$ cat src/rtl/nrisc_pkg.sv
// nrisc_pkg: shared register-file widths, types and a register one-hot helper
package nrisc_pkg;
  localparam int DATA_W   = 8;
  localparam int ADDR_W   = 2;
  localparam int NUM_REGS = 4;
  typedef logic [ADDR_W-1:0]   reg_addr_t;
  typedef logic [DATA_W-1:0]   reg_data_t;
  typedef logic [NUM_REGS-1:0] reg_mask_t;
  function automatic reg_mask_t reg_bit(input reg_addr_t a);
    reg_bit = reg_mask_t'(1) << a;
  endfunction
endpackage

$ cat src/rtl/regbank_write_arbiter_if.sv
// regbank_write_arbiter_if: writeback requests, reservation, hazard query and bank write bus (master drives requests, slave is the arbiter)
interface regbank_write_arbiter_if;
  import nrisc_pkg::*;
  logic      req0_valid, req0_ready, req1_valid, req1_ready;
  reg_addr_t req0_addr, req1_addr;
  reg_data_t req0_data, req1_data;
  logic      rsv_en;
  reg_addr_t rsv_addr;
  reg_addr_t reg1_read, reg2_read;
  logic      rs1_en, rs2_en, hazard;
  reg_mask_t busy;
  logic      regwrite;
  reg_addr_t address;
  reg_data_t writedata;
  modport master (
    output req0_valid, req0_addr, req0_data, req1_valid, req1_addr, req1_data,
           rsv_en, rsv_addr, reg1_read, reg2_read, rs1_en, rs2_en,
    input  req0_ready, req1_ready, hazard, busy, regwrite, address, writedata
  );
  modport slave (
    input  req0_valid, req0_addr, req0_data, req1_valid, req1_addr, req1_data,
           rsv_en, rsv_addr, reg1_read, reg2_read, rs1_en, rs2_en,
    output req0_ready, req1_ready, hazard, busy, regwrite, address, writedata
  );
endinterface

$ cat src/rtl/regbank_write_arbiter_rr_arbiter2.sv
// rr_arbiter2: 2-way round-robin arbiter (clk, rst, req_i[1:0] -> gnt_o[1:0]); pointer names the side that wins a tie
module rr_arbiter2 (
  input  logic       clk,
  input  logic       rst,
  input  logic [1:0] req_i,
  output logic [1:0] gnt_o
);
  logic ptr_q, ptr_d;
  always_comb begin
    gnt_o[0] = !rst && req_i[0] && (!req_i[1] || !ptr_q);
    gnt_o[1] = !rst && req_i[1] && (!req_i[0] || ptr_q);
    ptr_d    = gnt_o[0] ? 1'b1 : gnt_o[1] ? 1'b0 : ptr_q;
  end
  always_ff @(posedge clk)
    if (rst) ptr_q <= 1'b0;
    else     ptr_q <= ptr_d;
endmodule

$ cat src/rtl/regbank_write_arbiter.sv
// regbank_write_arbiter: shares the bank write port between ALU (req0) and load (req1), tracks busy registers and flags read hazards (clock, reset, bus slave)
module regbank_write_arbiter
  import nrisc_pkg::*;
(
  input logic                    clock,
  input logic                    reset,
  regbank_write_arbiter_if.slave bus
);
  logic [1:0] gnt;
  logic       regwrite_q, regwrite_d;
  reg_addr_t  address_q, address_d;
  reg_data_t  writedata_q, writedata_d;
  reg_mask_t  busy_q, busy_d;
  rr_arbiter2 u_arb (
    .clk  (clock),
    .rst  (reset),
    .req_i({bus.req1_valid, bus.req0_valid}),
    .gnt_o(gnt)
  );
  // Set is ORed in after the clear so a same-cycle reserve keeps the register busy.
  always_comb begin
    regwrite_d  = |gnt;
    address_d   = gnt[1] ? bus.req1_addr : gnt[0] ? bus.req0_addr : address_q;
    writedata_d = gnt[1] ? bus.req1_data : gnt[0] ? bus.req0_data : writedata_q;
    busy_d      = (busy_q & ~(regwrite_q ? reg_bit(address_q) : '0))
                | (bus.rsv_en ? reg_bit(bus.rsv_addr) : '0);
  end
  always_ff @(posedge clock)
    if (reset) begin
      regwrite_q  <= 1'b0;
      address_q   <= '0;
      writedata_q <= '0;
      busy_q      <= '0;
    end else begin
      regwrite_q  <= regwrite_d;
      address_q   <= address_d;
      writedata_q <= writedata_d;
      busy_q      <= busy_d;
    end
  assign bus.req0_ready = gnt[0];
  assign bus.req1_ready = gnt[1];
  // A write already registered when reset arrives must not reach the bank.
  assign bus.regwrite   = regwrite_q & ~reset;
  assign bus.address    = address_q;
  assign bus.writedata  = writedata_q;
  assign bus.busy       = busy_q;
  assign bus.hazard     = (bus.rs1_en & busy_q[bus.reg1_read]) | (bus.rs2_en & busy_q[bus.reg2_read]);
endmodule

$ cat src/flat_wrapper.sv
// flat-port wrapper written by rule: the top's interface ports become plain ports
module regbank_write_arbiter_flat import nrisc_pkg::*;
  (clock, reset, bus_req0_valid, bus_req0_addr, bus_req0_data, bus_req1_valid, bus_req1_addr, bus_req1_data, bus_rsv_en, bus_rsv_addr, bus_reg1_read, bus_reg2_read, bus_rs1_en, bus_rs2_en, bus_req0_ready, bus_req1_ready, bus_hazard, bus_busy, bus_regwrite, bus_address, bus_writedata);
  regbank_write_arbiter_if bus_i ();
  input logic clock;
  input logic reset;
  input wire logic [$bits(bus_i.req0_valid)-1:0] bus_req0_valid;
  input wire logic [$bits(bus_i.req0_addr)-1:0] bus_req0_addr;
  input wire logic [$bits(bus_i.req0_data)-1:0] bus_req0_data;
  input wire logic [$bits(bus_i.req1_valid)-1:0] bus_req1_valid;
  input wire logic [$bits(bus_i.req1_addr)-1:0] bus_req1_addr;
  input wire logic [$bits(bus_i.req1_data)-1:0] bus_req1_data;
  input wire logic [$bits(bus_i.rsv_en)-1:0] bus_rsv_en;
  input wire logic [$bits(bus_i.rsv_addr)-1:0] bus_rsv_addr;
  input wire logic [$bits(bus_i.reg1_read)-1:0] bus_reg1_read;
  input wire logic [$bits(bus_i.reg2_read)-1:0] bus_reg2_read;
  input wire logic [$bits(bus_i.rs1_en)-1:0] bus_rs1_en;
  input wire logic [$bits(bus_i.rs2_en)-1:0] bus_rs2_en;
  output wire logic [$bits(bus_i.req0_ready)-1:0] bus_req0_ready;
  output wire logic [$bits(bus_i.req1_ready)-1:0] bus_req1_ready;
  output wire logic [$bits(bus_i.hazard)-1:0] bus_hazard;
  output wire logic [$bits(bus_i.busy)-1:0] bus_busy;
  output wire logic [$bits(bus_i.regwrite)-1:0] bus_regwrite;
  output wire logic [$bits(bus_i.address)-1:0] bus_address;
  output wire logic [$bits(bus_i.writedata)-1:0] bus_writedata;
  assign bus_i.req0_valid = bus_req0_valid;
  assign bus_i.req0_addr = bus_req0_addr;
  assign bus_i.req0_data = bus_req0_data;
  assign bus_i.req1_valid = bus_req1_valid;
  assign bus_i.req1_addr = bus_req1_addr;
  assign bus_i.req1_data = bus_req1_data;
  assign bus_i.rsv_en = bus_rsv_en;
  assign bus_i.rsv_addr = bus_rsv_addr;
  assign bus_i.reg1_read = bus_reg1_read;
  assign bus_i.reg2_read = bus_reg2_read;
  assign bus_i.rs1_en = bus_rs1_en;
  assign bus_i.rs2_en = bus_rs2_en;
  assign bus_req0_ready = bus_i.req0_ready;
  assign bus_req1_ready = bus_i.req1_ready;
  assign bus_hazard = bus_i.hazard;
  assign bus_busy = bus_i.busy;
  assign bus_regwrite = bus_i.regwrite;
  assign bus_address = bus_i.address;
  assign bus_writedata = bus_i.writedata;
  regbank_write_arbiter u_core (.clock(clock), .reset(reset), .bus(bus_i));
endmodule
$ cat config.mk
export PLATFORM = sky130hd
export DESIGN_NAME = regbank_write_arbiter_flat
export DESIGN_NICKNAME = d
export VERILOG_FILES = /design/src/rtl/nrisc_pkg.sv /design/src/rtl/regbank_write_arbiter_if.sv /design/src/rtl/regbank_write_arbiter_rr_arbiter2.sv /design/src/rtl/regbank_write_arbiter.sv /design/src/flat_wrapper.sv
export SDC_FILE = /design/constraint.sdc
export NUM_CORES = 1
export LEC_CHECK = 0
export BUFFER_PORTS_ARGS = -buffer_cell sky130_fd_sc_hd__buf_2
export CORE_MARGIN = 10
export CORE_UTILIZATION = 40
export DETAILED_ROUTE_END_ITERATION = 16
export PLACE_DENSITY = 0.84
export SLEW_MARGIN = 20
export SYNTH_ARGS = -nofsm -noshare
export SYNTH_HDL_FRONTEND = slang
export SYNTH_SLANG_ARGS = --single-unit
export TNS_END_PERCENT = 10
$ cat constraint.sdc
create_clock -name clock -period 1.4 [get_ports clock]
set_input_delay 0.07 -clock clock [delete_from_list [all_inputs] [get_ports clock]]
set_output_delay 0.07 -clock clock [all_outputs]
set_load 0.05 [all_outputs]
==> impl_metrics.json, run 1 <==
{
  "status": "complete, but fails checks",
  "violations": "negative setup slack",
  "io_pins": 51,
  "whs_path_depth": 2,
  "clockBufferDepth": 2,
  "die_y_um": 64.1,
  "core-area_mm2": 0.00178,
  "antenna_found_initial": 0,
  "fin_nets": 166,
  "syn_avg_cell_area_um2": 9.74,
  "syn-instance-count": 80,
  "stdcell_count": 157,
  "dieArea_mm2": 0.00411,
  "r2r_cells": 3,
  "clock_latency_ns": 0.28,
  "root_buffer": "clkbuf_4",
  "cp_max_fo": 3,
  "die_x_um": 64.1,
  "synth_top_cells_by_area": "dfxtp_1, a221o_1, a2111oi_0",
  "combPwrFrac_pct": 29.7,
  "dpl.hpwl_um": 2110,
  "antenna_cells": 0,
  "cts_sinks": 16,
  "drcViolationCount": 0,
  "total_power_mw": 1.16,
  "clockPowerShare_pct": 25.9,
  "gp_congestion": 0.762,
  "critPathKind": "flop to output port",
  "pwr-share-seq_pct": 44.3,
  "seq_area_frac_synth_pct": 41.1,
  "cts_max_level": 1,
  "ys_types": 24,
  "synth.largest_area_cell": "dfxtp_1",
  "fmax_mhz": 632,
  "syn_area_um2": 779,
  "setup_viol": 1,
  "worstSetupStartpointType": "flop",
  "crit_chain": "mux4_2, a22o_4, buf_8",
  "dp.cells": 151,
  "drive_gt1_share_pct": 53.0,
  "intPower_uw": 770,
  "finalWorstSetupSlack_ns": -0.182,
  "synth_edf_count": 0,
  "gr-usage-met2_pct": 22.4,
  "wl_um": 2700,
  "worst_pin_slew_ns": 0.666,
  "cp.depth": 3,
  "yosysMostFrequentCell": "dfxtp_1",
  "yosys-top-cells-count": "dfxtp_1, inv_1, a2111oi_0, a221o_1, nor2_1",
  "worstPathRequired_ns": 1.33,
  "busiest_layer": "met2",
  "holdWs_ns": 0.00797,
  "pwr_density_cell_mw_per_mm2": 1030,
  "p_sw_uw": 393,
  "cts_buffers": 3,
  "synth_warnings": 0,
  "synth-seq-cells": 16,
  "grt_use_total_pct": 12.9,
  "ant_nets": 0,
  "final_max_slew_viol_count": 0,
  "via_per_inst": 5.38,
  "fin_tns_setup_ns": -0.182,
  "grt_pass1_wl_um": 4350,
  "firstDrtPassIters": 4,
  "grt_remaining_overflow": 0,
  "gr-usage-met1_pct": 13.8,
  "rsz0062_at_grt": "true",
  "cp_slowest_stage_delay_ns": 0.48,
  "critPathTopFamily": "multiplexers",
  "grt_util_met3_pct": 5.05,
  "r2r_slack_ns": 0.18,
  "row_count": 15,
  "async_flop_share_pct": 0,
  "min_period_ns": 1.58,
  "port_buffers": 50,
  "cts_tree": "yes",
  "final-hold-violation-count": 0,
  "postCtsHoldBufs": 0,
  "synth.top_cell.area_share_pct": 41.1,
  "cap_viol_max_count": 0,
  "hold_path_class": "primary input to flop",
  "vdd_ir_drop_max_v": 0.000593,
  "timing.final.crit_share_pct": 113,
  "fillers": 167,
  "synth_flop_cell": "dfxtp_1",
  "power_switching_share_pct": 33.8,
  "vias": 844,
  "grt_max_degree": 15,
  "drt_first_iter_violations": 20,
  "cp-end-kind": "output port",
  "critical_path_buf_inv_count": 1,
  "start_util_pct": 43.7,
  "p_leak_nw": 0.561,
  "slowest_stage": "mux4_2",
  "synthToLayoutAreaGrowth_pct": 45.1,
  "fin_skew_ns": 0.00105,
  "avgRoutedWirePerCell_um": 17.2,
  "timing.slew.headroom_pct": 55.4,
  "grt_pass1_vias": 913,
  "syn_nets": 113,
  "critPathArrivalTime_ns": 1.51,
  "path_clk_slew_ns": 0.09
}
routing by layer:
metal	vias to the layer above	wire [um]
li1	414	-
met1	384	1140
met2	42	1290
met3	4	239
met4	0	29
met5	-	0
power by group through the flow:
stage	Sequential [mW]	Clock, mW	Combinational [mW]
after detailed placement	0.526	0	0.327
after global placement	0.523	0	0.320
after floorplan	0.626	0	0.116
final	0.515	0.302	0.346
after CTS	0.515	0.308	0.343
after global routing	0.520	0.334	0.369
per-stage QoR:
stage | setup slack, ns | area [um^2] | util, %
final | -0.182 | 1130 | 63.4
after global placement | 0.114 | 1050 | 58.9
after CTS | -0.173 | 1120 | 63.0
after floorplan | 0.0774 | 786 | -
after global routing | -0.230 | 1130 | 63.4
after detailed placement | 0.0892 | 1050 | 58.9
kinds of logic (layout without fill, tap and decap cells):
group,Yosys count,count (layout),share of synthesized area (%)
AO/OA/AOI/OAI,29,29,32.3
multiplexers,2,2,5.78
flip-flops,16,16,41.1
buffers and inverters,19,71,10.4
AND/OR/NAND/NOR,14,14,10.4
layout make-up:
class | count | area (um^2) | area share, %
flip-flops and latches | 16 | 325 | 28.8
inverters | 13 | 48.8 | 4.31
well taps | 25 | 31.3 | 2.77
repair buffers | 54 | 299 | 26.4
multi-input cells | 45 | 390 | 34.5
clock buffers | 4 | 36.3 | 3.21
registers in the layout, indices dropped and copies added, names as in the netlist:
register              flops
u_core.regwrite_q         1
u_core.bus.writedata      8
u_core.bus.busy           4
u_core.u_arb.ptr_q        1
u_core.bus.address        2
repair_timing:
item	CTS	global route
endpoints found under the hold margin	0	0
gates cloned	0	0
setup buffers	2	0
endpoints found under the setup margin	3	3
gates resized for setup	6	3
pin swaps	1	0
final timing paths:
path	startpoint	endpoint
setup / recovery	u_core.bus.busy[3]	bus_hazard
hold / removal	bus_req1_data[1]	u_core.bus.writedata[1]
setup reg to reg	u_core.u_arb.ptr_q	u_core.bus.writedata[4]
hold reg to reg	u_core.bus.writedata[4]	u_core.bus.writedata[4]
cell usage in the layout, fill, tap and decap left out, types with 2 or more instances in the layout:
| cell | instances |
|---|---|
| nand3b_1 | 2 |
| dfxtp_2 | 4 |
| a221o_1 | 10 |
| inv_1 | 12 |
| buf_2 | 47 |
| nor2_1 | 5 |
| a21oi_1 | 2 |
| mux4_2 | 2 |
| buf_4 | 5 |
| a2111oi_0 | 10 |
| dfxtp_1 | 12 |
| a32oi_1 | 2 |
| clkbuf_4 | 3 |
Power figures use the tool's default switching activity.
==> run 2: changes to the inputs <==
--- a/config.mk
+++ b/config.mk
@@ -7,11 +7,13 @@
 export LEC_CHECK = 0
 export BUFFER_PORTS_ARGS = -buffer_cell sky130_fd_sc_hd__buf_2
 export CORE_MARGIN = 10
-export CORE_UTILIZATION = 40
+export CORE_UTILIZATION = 41
 export DETAILED_ROUTE_END_ITERATION = 16
-export PLACE_DENSITY = 0.84
+export HOLD_SLACK_MARGIN = 0.08
+export PLACE_DENSITY = 0.85
 export SLEW_MARGIN = 20
 export SYNTH_ARGS = -nofsm -noshare
 export SYNTH_HDL_FRONTEND = slang
+export SYNTH_HIERARCHICAL = 1
 export SYNTH_SLANG_ARGS = --single-unit
 export TNS_END_PERCENT = 10
==> impl_metrics.json, run 2 <==
{
  "place_area_mm2": 0.00110,
  "worst_pin_slew_ns": 0.258,
  "r2r_slack_ns": -0.04,
  "ant_nets": 0,
  "whs_path_depth": 3,
  "syn-instance-count": 77,
  "grt_pass1_vias": 887,
  "min_period_ns": 1.54,
  "critical_path_buf_inv_count": 1,
  "hold_path_class": "primary input to flop",
  "cts_buffers": 3,
  "worstSetupStartpointType": "flop",
  "cp.depth": 3,
  "die_y_um": 63.9,
  "synth-seq-cells": 16,
  "rsz0062_at_grt": "true",
  "avgRoutedWirePerCell_um": 15.5,
  "cp_slowest_stage_delay_ns": 0.46,
  "synth_top_cells_by_area": "dfxtp_1, mux2_2, mux2i_1",
  "violations": "negative setup slack",
  "antenna_cells": 0,
  "synth_flop_cell": "dfxtp_1",
  "critPathArrivalTime_ns": 1.47,
  "synth_edf_count": 0,
  "fin_skew_ns": 0.00272,
  "r2r_end": "u_core/bus.writedata[1]",
  "stdcell_count": 169,
  "dpl.hpwl_um": 1860,
  "firstDrtPassIters": 4,
  "clockBufferDepth": 2,
  "yosys-top-cells-count": "dfxtp_1, nor2_1, mux2_2, mux2i_1",
  "critPathKind": "flop to output port",
  "final_max_slew_viol_count": 0,
  "p_leak_nw": 0.606,
  "core-area_mm2": 0.00178,
  "ys_types": 21,
  "vias": 817,
  "drive_gt1_share_pct": 54.2,
  "antenna_found_initial": 0,
  "die_x_um": 63.9,
  "largest_register_ffs": 8,
  "cts_sinks": 16,
  "async_flop_share_pct": 0,
  "port_buffers": 50,
  "finalWorstSetupSlack_ns": -0.142,
  "setup_viol": 3,
  "synthToLayoutAreaGrowth_pct": 64.1,
  "cap_viol_max_count": 0,
  "drcViolationCount": 0,
  "hold_start": "bus_rsv_addr[0]",
  "fin_nets": 179,
  "via_per_inst": 4.83,
  "seqCellArea_um2": 325,
  "row_count": 15,
  "slowest_stage": "mux4_2",
  "path_clk_slew_ns": 0.09,
  "syn_nets": 110,
  "multi_input_area_um2": 462,
  "pwr_density_cell_mw_per_mm2": 875,
  "cts_max_level": 1,
  "status": "complete, but fails checks",
  "final_cell_mix": "buf_2, nor2_1, dlygate4sd3_1",
  "r2r_cells": 5,
  "yosysMostFrequentCell": "dfxtp_1",
  "synth.top_cell.area_share_pct": 40.5,
  "grt_pass1_wl_um": 4130,
  "vdd_ir_drop_max_v": 0.000837,
  "fin_area_mm2": 0.00130,
  "critPathTopFamily": "multiplexers",
  "drt_first_iter_violations": 26,
  "dieArea_mm2": 0.00409,
  "timing.slew.headroom_pct": 82.9,
  "grt_remaining_overflow": 0,
  "worstPathRequired_ns": 1.33,
  "timing.final.crit_share_pct": 110,
  "critPathLaunch": "u_core/bus.busy[2]",
  "grt_max_degree": 19,
  "cp-end-kind": "output port",
  "root_buffer": "clkbuf_4",
  "final-hold-violation-count": 0,
  "clock_latency_ns": 0.28,
  "fmax_mhz": 649,
  "synth_warnings": 6,
  "grt_use_total_pct": 12.4,
  "layout_commonest_cell": "buf_2",
  "synth.largest_area_cell": "dfxtp_1",
  "whs_endpoint": "u_core/bus.busy[3]",
  "gp_congestion": 0.826,
  "wl_um": 2620,
  "crit_chain": "mux4_2, a22o_1, buf_6",
  "dp.cells": 151,
  "r2r-start": "u_core/u_arb/ptr_q",
  "io_pins": 51,
  "start_util_pct": 44.4,
  "fillers": 139,
  "syn_area_um2": 791,
  "cp_max_fo": 4,
  "cts_tree": "yes",
  "seq_area_frac_synth_pct": 40.5,
  "syn_avg_cell_area_um2": 10.3
}
run 2: cell count changes after synthesis, moves of 9 or more:
cell,previous run,this run
inv_1,12,1
a221o_1,10,0
a2111oi_0,10,0
mux2_2,0,10
mux2i_1,0,10
nor2_1,5,14
run 2: area by class of cell:
class	instances	area share (%)
clock buffers	3	1.74
repair buffers	68	34.9
multi-input cells	56	35.6
well taps	25	2.41
flip-flops and latches	16	25.1
inverters	1	0.289
run 2: tightest hold or removal path: stages:
cell and delay (ns):
buf_2 0.10, a32oi_1 0.08, nor2_1 0.08
run 2: cell families after synthesis:
group / after synthesis / share of synthesized area (%)
AO/OA/AOI/OAI: 8 / 6.96
flip-flops: 16 / 40.5
AND/OR/NAND/NOR: 26 / 16.5
buffers and inverters: 5 / 3.48
multiplexers: 22 / 32.6
run 2: where the power goes:
part | switching, mW | leakage [nW] | internal, mW
Clock | 0.144 | 0.0138 | 0.0999
Combinational | 0.214 | 0.459 | 0.167
Sequential | 0.0230 | 0.133 | 0.487
Total | 0.381 | 0.606 | 0.754
run 2: metrics by stage:
| stage | worst slack [ns] | util [%] | power, mW | setup TNS (ns) | hold WS, ns |
|---|---|---|---|---|---|
| after floorplan | -0.131 | - | 0.749 | -1.24 | 0.139 |
| after global placement | 0.0649 | 61.9 | 0.847 | 0 | 0.303 |
| after detailed placement | -0.00591 | 61.9 | 0.857 | -0.00591 | 0.312 |
| after CTS | -0.143 | 72.4 | 1.14 | -0.201 | 0.0824 |
| after global routing | -0.199 | 72.8 | 1.19 | -0.640 | 0.0827 |
| final | -0.142 | 72.8 | 1.14 | -0.194 | 0.0865 |
run 2: layer usage:
layer  track usage, %  up-vias  part of all wire, %
li1                 -      409                    -
met1             12.5      373                   37
met2             22.0       33                   52
met3             7.49        2                   11
met4             1.64        0                 0.31
met5                0        -                    0
run 2: worst max-delay path by stage:
stage	end	slack, ns
finish	bus_hazard	-0.14
global route	bus_hazard	-0.20
CTS	bus_hazard	-0.14
detailed placement	u_core/bus.writedata[3]	-0.006
global placement	u_core/bus.writedata[4]	0.06
floorplan	u_core/bus.address[0]	-0.13
run 2: what timing repair did:
item / in CTS / in global routing
hold endpoints to repair: 11 / 0
setup buffers: 2 / 0
endpoints found under the setup margin: 6 / 13
pin swaps: 1 / 1
resized for setup: 8 / 3
hold buffers: 13 / 0
==> run 3: changes to the inputs <==
--- a/config.mk
+++ b/config.mk
@@ -16,4 +16,4 @@
 export SYNTH_HDL_FRONTEND = slang
 export SYNTH_HIERARCHICAL = 1
 export SYNTH_SLANG_ARGS = --single-unit
-export TNS_END_PERCENT = 10
+export TNS_END_PERCENT = 50
==> impl_metrics.json, run 3 (synthesized netlist as in run 2, its figures left out) <==
{
  "vias": 849,
  "cp_max_fo": 3,
  "drcViolationCount": 0,
  "critPathArrivalTime_ns": 1.48,
  "avgRoutedWirePerCell_um": 16.4,
  "die_x_um": 63.9,
  "clock_latency_ns": 0.28,
  "timing.final.crit_share_pct": 110,
  "slowest_stage": "mux4_2",
  "fmax_mhz": 647,
  "start_util_pct": 44.4,
  "final_cell_mix": "buf_2, nor2_1, dlygate4sd3_1",
  "critPathTopFamily": "multiplexers",
  "dieArea_mm2": 0.00409,
  "largest_register_ffs": 8,
  "fin_area_mm2": 0.00136,
  "cts_sinks": 16,
  "worstPathRequired_ns": 1.33,
  "p_leak_nw": 0.638,
  "layout_commonest_cell": "buf_2",
  "drive_gt1_share_pct": 54.5,
  "critPathKind": "flop to output port",
  "wl_um": 2790,
  "critical_path_buf_inv_count": 1,
  "final_max_slew_viol_count": 0,
  "row_count": 15,
  "antenna_cells": 0,
  "cp-end-kind": "output port",
  "worst_pin_slew_ns": 0.258,
  "stdcell_count": 170,
  "setup_viol": 6,
  "rsz0062_at_grt": "true",
  "violations": "negative setup slack",
  "grt_remaining_overflow": 0,
  "fin_nets": 180,
  "port_buffers": 50,
  "antenna_found_initial": 0,
  "timing.slew.headroom_pct": 82.9,
  "grt_max_degree": 19,
  "cts_max_level": 1,
  "core-area_mm2": 0.00178,
  "worstSetupStartpointType": "flop",
  "min_period_ns": 1.55,
  "status": "complete, but fails checks",
  "drt_first_iter_violations": 32,
  "cap_viol_max_count": 0,
  "crit_chain": "mux4_2, a22o_1, buf_6",
  "post-place-ws_ns": -0.00591,
  "finalWorstSetupSlack_ns": -0.145,
  "final-hold-violation-count": 0,
  "cts_buffers": 3,
  "fin_tns_setup_ns": -0.262,
  "grt_pass1_vias": 914,
  "root_buffer": "clkbuf_4",
  "path_clk_slew_ns": 0.09,
  "dp.cells": 151,
  "vdd_ir_drop_max_v": 0.000874,
  "dpl.hpwl_um": 1860,
  "io_pins": 51,
  "cts_tree": "yes",
  "pwr_density_cell_mw_per_mm2": 859,
  "fin_skew_ns": 0.00347,
  "cp_slowest_stage_delay_ns": 0.46,
  "ant_nets": 0,
  "hold_path_class": "primary input to flop",
  "grt_use_total_pct": 13.0,
  "place_area_mm2": 0.00110,
  "clockBufferDepth": 2,
  "grt_pass1_wl_um": 4350,
  "gp_congestion": 0.826,
  "firstDrtPassIters": 4,
  "synthToLayoutAreaGrowth_pct": 72.2,
  "die_y_um": 63.9,
  "via_per_inst": 4.99
}
## run 3: metal layers
metal,track usage (%),up-vias,share of wire [%]
li1,-,411,-
met1,13.3,390,38
met2,22.9,44,51
met3,7.49,4,11
met4,2.19,0,0.75
met5,0,-,0
## run 3: stage by stage
step                      power (mW)  util [%]  hold WS [ns]
final                           1.17      76.4        0.0839
after detailed placement       0.857      61.9         0.312
after global routing            1.23      76.4        0.0807
after global placement         0.847      61.9         0.303
after floorplan                0.749         -         0.139
after CTS                       1.16      74.6        0.0824
## run 3: worst min-delay path: cells and delay by family
kind | cells | cell delay, ns
compound gates | 1 | 0.09
buf+inv | 1 | 0.11
simple gates | 1 | 0.08
## run 3: layout make-up
class | instances | area, um^2
Multi-Input combinational cell | 56 | 507
Fill cell | 127 | 422
Sequential cell | 16 | 328
Timing Repair Buffer | 69 | 469
Inverter | 1 | 3.75
Clock buffer | 3 | 22.5
Tap cell | 25 | 31.3
## run 3: final timing paths
check                           from                      end  slack, ns  depth (start not counted)
setup / recovery  u_core/bus.busy[3]               bus_hazard      -0.15                          3
hold / removal       bus_rsv_addr[0]       u_core/bus.busy[3]       0.08                          3
setup reg to reg  u_core/u_arb/ptr_q  u_core/bus.writedata[1]      -0.05                          5
hold reg to reg   u_core/bus.busy[1]       u_core/bus.busy[1]       0.49                          2
## run 3: repair_timing
item                                    4_1_cts  5_1_grt
hold buffers                                 13        0
cloned                                        1        0
setup buffers                                 2        0
resized for setup                            17        8
endpoints found under the hold margin        11        0
endpoints found under the setup margin        6       13
pin swaps                                     3        5
## run 3: power breakdown
group / internal [mW] / total (mW) / switching, mW
registers: 0.486 / 0.511 / 0.0243
logic: 0.189 / 0.413 / 0.225
clock network: 0.0999 / 0.246 / 0.146
